$ cat config.mk
export PLATFORM = sky130hd
export DESIGN_NAME = mem_arbiter
export DESIGN_NICKNAME = d
export VERILOG_FILES = /design/src/rtl/mem_arbiter.sv
export SDC_FILE = /design/constraint.sdc
export NUM_CORES = 1
export LEC_CHECK = 0
export CORE_MARGIN = 1.5
export CORE_UTILIZATION = 42
export CTS_BUF_LIST = sky130_fd_sc_hd__clkbuf_8
export DETAILED_ROUTE_END_ITERATION = 6
export PLACE_DENSITY = 0.92
export SLEW_MARGIN = 40
export SYNTH_ARGS = -nofsm -noshare
export SYNTH_HDL_FRONTEND = slang
export SYNTH_SLANG_ARGS = --single-unit
export TNS_END_PERCENT = 10
$ cat constraint.sdc
create_clock -name clk -period 2.6 [get_ports clk]
set_input_delay 0.52 -clock clk [delete_from_list [all_inputs] [get_ports clk]]
set_output_delay 0.52 -clock clk [all_outputs]
set_load 0.01 [all_outputs]
$ cat src/rtl/mem_arbiter.sv
// mem_arbiter: fixed-priority arbiter sharing one memory port between fetch and data requesters (optional address range check via MEM_ARB_RANGE_CHECK_EN)
module mem_arbiter #(
    parameter logic [31:0] INSTR_BASE  = 32'h0000_0000,
    parameter logic [31:0] INSTR_LIMIT = 32'h0000_FFFF,
    parameter logic [31:0] DATA_BASE   = 32'h0001_0000,
    parameter logic [31:0] DATA_LIMIT  = 32'h0001_FFFF,
    parameter logic [7:0]  TIMEOUT     = 8'd255
) (
    input  logic        clk,
    input  logic        reset,
    input  logic        instr_req,
    input  logic [31:0] instr_addr,
    input  logic        data_ld,
    input  logic        data_st,
    input  logic [31:0] data_addr,
    input  logic [31:0] data_wdata,
    input  logic        mem_ready,
    input  logic [31:0] mem_rdata,
    output logic        mem_rd,
    output logic        mem_wr,
    output logic [31:0] mem_addr,
    output logic [31:0] mem_wdata,
    output logic [31:0] instr_rdata,
    output logic [31:0] data_rdata,
    output logic        wait_instr,
    output logic        wait_data,
    output logic        instr_segv,
    output logic        data_segv
);
    typedef enum logic [1:0] {IDLE, INSTR, DATA, RESP} state_t;
`ifdef MEM_ARB_RANGE_CHECK_EN
    localparam bit RANGE_CHECK = 1'b1;
`else
    localparam bit RANGE_CHECK = 1'b0;
`endif
    state_t      state;
    logic        owner_data;
    logic        owner_st;
    logic [7:0]  cnt;
    logic        data_any;
    logic        data_ok;
    logic        instr_ok;
    logic        in_resp;
    assign data_any   = data_ld | data_st;
    assign data_ok    = !RANGE_CHECK || (data_addr >= DATA_BASE && data_addr <= DATA_LIMIT);
    assign instr_ok   = !RANGE_CHECK || (instr_addr >= INSTR_BASE && instr_addr <= INSTR_LIMIT);
    assign in_resp    = state == RESP;
    assign wait_instr = instr_req && !(in_resp && !owner_data);
    assign wait_data  = data_any && !(in_resp && owner_data);
    // arbitration FSM with registered memory strobes, read results and fault pulses
    always_ff @(posedge clk) begin
        if (reset) begin
            state       <= IDLE;
            cnt         <= 8'd0;
            owner_data  <= 1'b0;
            owner_st    <= 1'b0;
            mem_rd      <= 1'b0;
            mem_wr      <= 1'b0;
            mem_addr    <= 32'h0;
            mem_wdata   <= 32'h0;
            instr_rdata <= 32'h0;
            data_rdata  <= 32'h0;
            instr_segv  <= 1'b0;
            data_segv   <= 1'b0;
        end else begin
            case (state)
                IDLE: begin
                    cnt <= 8'd0;
                    if (data_any) begin
                        owner_data <= 1'b1;
                        owner_st   <= data_st;
                        mem_addr   <= data_addr;
                        mem_wdata  <= data_wdata;
                        state      <= data_ok ? DATA : RESP;
                        mem_rd     <= data_ok && data_ld;
                        mem_wr     <= data_ok && data_st;
                        data_segv  <= !data_ok;
                    end else if (instr_req) begin
                        owner_data <= 1'b0;
                        owner_st   <= 1'b0;
                        mem_addr   <= instr_addr;
                        state      <= instr_ok ? INSTR : RESP;
                        mem_rd     <= instr_ok;
                        instr_segv <= !instr_ok;
                    end
                end
                INSTR, DATA: begin
                    cnt <= cnt + 8'd1;
                    if (mem_ready) begin
                        state  <= RESP;
                        mem_rd <= 1'b0;
                        mem_wr <= 1'b0;
                        if (!owner_st && owner_data) data_rdata <= mem_rdata;
                        if (!owner_data) instr_rdata <= mem_rdata;
                    end else if (cnt + 8'd1 == TIMEOUT) begin
                        state      <= RESP;
                        mem_rd     <= 1'b0;
                        mem_wr     <= 1'b0;
                        data_segv  <= owner_data;
                        instr_segv <= !owner_data;
                    end
                end
                default: begin
                    state      <= IDLE;
                    instr_segv <= 1'b0;
                    data_segv  <= 1'b0;
                end
            endcase
        end
    end
endmodule

==> metrics.yaml <==
cp.arrival_ns: 1.86
cts.path.max_buffers: 2
netlist_area_um2: 5610
clock_latency_ns: 0.43
firstDrtPassIters: 6
fin_nets: 1108
cap_violations: 0
ys_types: 35
cts_resized: 0
min_from: "mem_wdata[31]"
p_per_area_nw_per_um2: 896
post_dp_cell_area_um2: 8460
relSlewSlack_pct: 63.4
globalRouteTotalUtil_pct: 24.4
fin_worst_skew_ns: 0.0101
dpl.cell_count: 1127
hpwl_mm: 12.0
die_w_um: 119
path_max_fanout: 5
hold_buffers: 0
r2r-start: "cnt[0]"
ir_worst_vdd_mv: 0.433
multi_input_area_um2: 2510
rows: 42
coreArea_um2: 13100
die_area_um2: 14100
synth.top_cells.by_area: "dfxtp_1 (51%), nand2_1 (16%), a21oi_1 (9.8%)"
fmax_mhz: 420
hold_depth: 2
tightest_slew_ns: 0.549
min_to: "mem_wdata[31]"
fillCellCount: 1032
fin_setup_tns_ns: 0
worstSetupStartpointType: "flip-flop"
r2r_end: "state[1]"
ant_nets: 0
grt-ovfl-total: 0
grt_pass1_vias: 5472
ys_ff_latch: 144
rsz0062_at_grt: "no"
cp-startpoint: "state[0]"
antenna_found_initial: 0
hold_viol: 0
fin_util_pct: 67.6
path_delay_family: "buffers and inverters"
portBuffers: 267
slew_violations: 0
cts.sink_count: 144
period_needed_ns: 2.38
gp_congestion: 0.818
yosys_warnings: 0
worstPathCellList: "ha_1 -> a21boi_0 -> clkdlybuf4s50_1"
path_class: "reg -> out"
vias_per_cell: 5.18
start_util_pct: 42.7
layout_common_cells: "clkdlybuf4s50_1 (266), nand2_1 (236), dfxtp_1 (144)"
layout_commonest_cell: "clkdlybuf4s50_1"
io_pins: 268
diodes: 0
numCtsBuffers: 17
post_cts.repair.setup_buffers: 0
worst-path-buf-inv: 1
htreeDepth: 4
grt_max_degree: 74
fin_crit_sh_pct: 91.5
cpPeakStageDelay_ns: 0.58
num_vias: 5994
postSynthAreaPerCell_um2: 7.72
r2r_slack_ns: 0.42
p_leak_nw: 3.18
first_iter_violations: 499
wl_per_cell_um: 15.2
critPathSlowestCell: "clkdlybuf4s50_1"
yosysTopAreaCell: "dfxtp_1"
ys_seq_area_share_pct: 51.4
drive_gt1_share_pct: 6.21
syn2layout_area_growth_pct: 58.3
grt_pass1_wl_mm: 27.4
clk_pin_slew_worst_paths_ns: 0.08
hold_path.class: "reg -> reg"
cts_tree: "built"
fin_area_um2: 8880
synth_top_area_share_pct: 51.4
outcome: "completed"
regArea_um2: 2880
finalSetupViolCount: 0
finalNonFillerCells: 1158
drt_wl_total_mm: 17.6
critPathCaptureType: "primary output"
die_y_um: 119
synth_fp_nets: 865
cts_root_buf: "clkbuf_8"
crit_required_ns: 2.08
r2r_cells: 5
drc: 0
syn-instance-count: 727
## cell usage after synthesis (all sizes together)
| master | number |
|---|---|
| a221o | 1 |
| nor2b | 6 |
| or2 | 2 |
| nand4 | 1 |
| o21ai | 37 |
| clkbuf | 54 |
| nand3 | 4 |
| nor3 | 9 |
| nor3b | 1 |
| o211ai | 2 |
| a211oi | 1 |
| o21a | 1 |
| a21o | 4 |
| buf | 5 |
| inv | 5 |
| nor2 | 49 |
| a21boi | 4 |
| mux2 | 2 |
| dfxtp | 144 |
| ha | 4 |
| a21oi | 110 |
| a311oi | 32 |
| and3b | 1 |
| or4b | 1 |
| or4 | 1 |
| nand2 | 236 |
| nand4b | 1 |
| a22oi | 1 |
| a31oi | 3 |
| nand2b | 2 |
| nand3b | 1 |
| or3 | 2 |
## through the flow
step                      setup slack (ns)  power [mW]  hold slack, ns
after floorplan                      0.589        4.51           0.458
after global placement               0.272        6.05           0.441
after detailed placement             0.217        6.14           0.445
after CTS                            0.183        8.01           0.411
after global routing                0.0902        8.43           0.419
final                                0.220        7.96           0.452
## area by class of cell
cell class                      instances  area share, %
Sequential cell                       144           32.4
Clock buffer                           21           3.25
Multi-Input combinational cell        519           28.3
Tap cell                              176           2.48
Inverter                                5          0.211
Clock inverter                         10           1.51
Timing Repair Buffer                  283           31.8
## routing by layer
metal | track usage [%] | vias up | part of all wire (%)
met5 | 0 | - | 0
met4 | 12.1 | 0 | 3.1
met3 | 6.42 | 46 | 6.0
met2 | 41.8 | 227 | 50
met1 | 28.2 | 2786 | 41
li1 | - | 2935 | -
## report_power, final
part	internal [mW]	leakage (nW)	switching [mW]
Sequential	2.72	1.18	0.273
Combinational	1.55	1.78	1.55
Clock	1.04	0.213	0.821
Total	5.31	3.18	2.65
## logic make-up (layout without fill, tap and decap cells)
family / Yosys count / in the layout / share of synthesized area (%)
AOI/OAI and AO/OA: 196 / 196 / 20.4
muxes: 2 / 2 / 0.401
buffers and inverters: 64 / 319 / 4.28
DFF: 144 / 144 / 51.4
and+or+nand+nor: 317 / 317 / 22.7
adders and majority gates: 4 / 4 / 0.892
## registers in the layout (all words and copies together), names as in the netlist
signal	flops
data_rdata	32
instr_rdata	32
mem_addr	32
mem_wdata	32
cnt	8
state	2
data_segv	1
instr_segv	1
mem_rd	1
mem_wr	1
owner_data	1
owner_st	1
## how the worst max path moves through the flow
stage | to | slack, ns | depth (start not counted)
2_1_floorplan | wait_data | 0.59 | 5
3_3_place_gp | instr_segv | 0.27 | 6
3_5_place_dp | mem_addr[25] | 0.22 | 7
4_1_cts | wait_instr | 0.18 | 3
5_1_grt | wait_instr | 0.09 | 3
6_report | wait_instr | 0.22 | 3
## worst reg2reg max path: stages, from the launching register on
cell     delay (ns)
dfxtp_1        0.44
nand3_2        0.14
or3_1          0.37
a221o_1        0.45
a22oi_1        0.30
mux2_2         0.38
(Power assumes the default switching activity.)
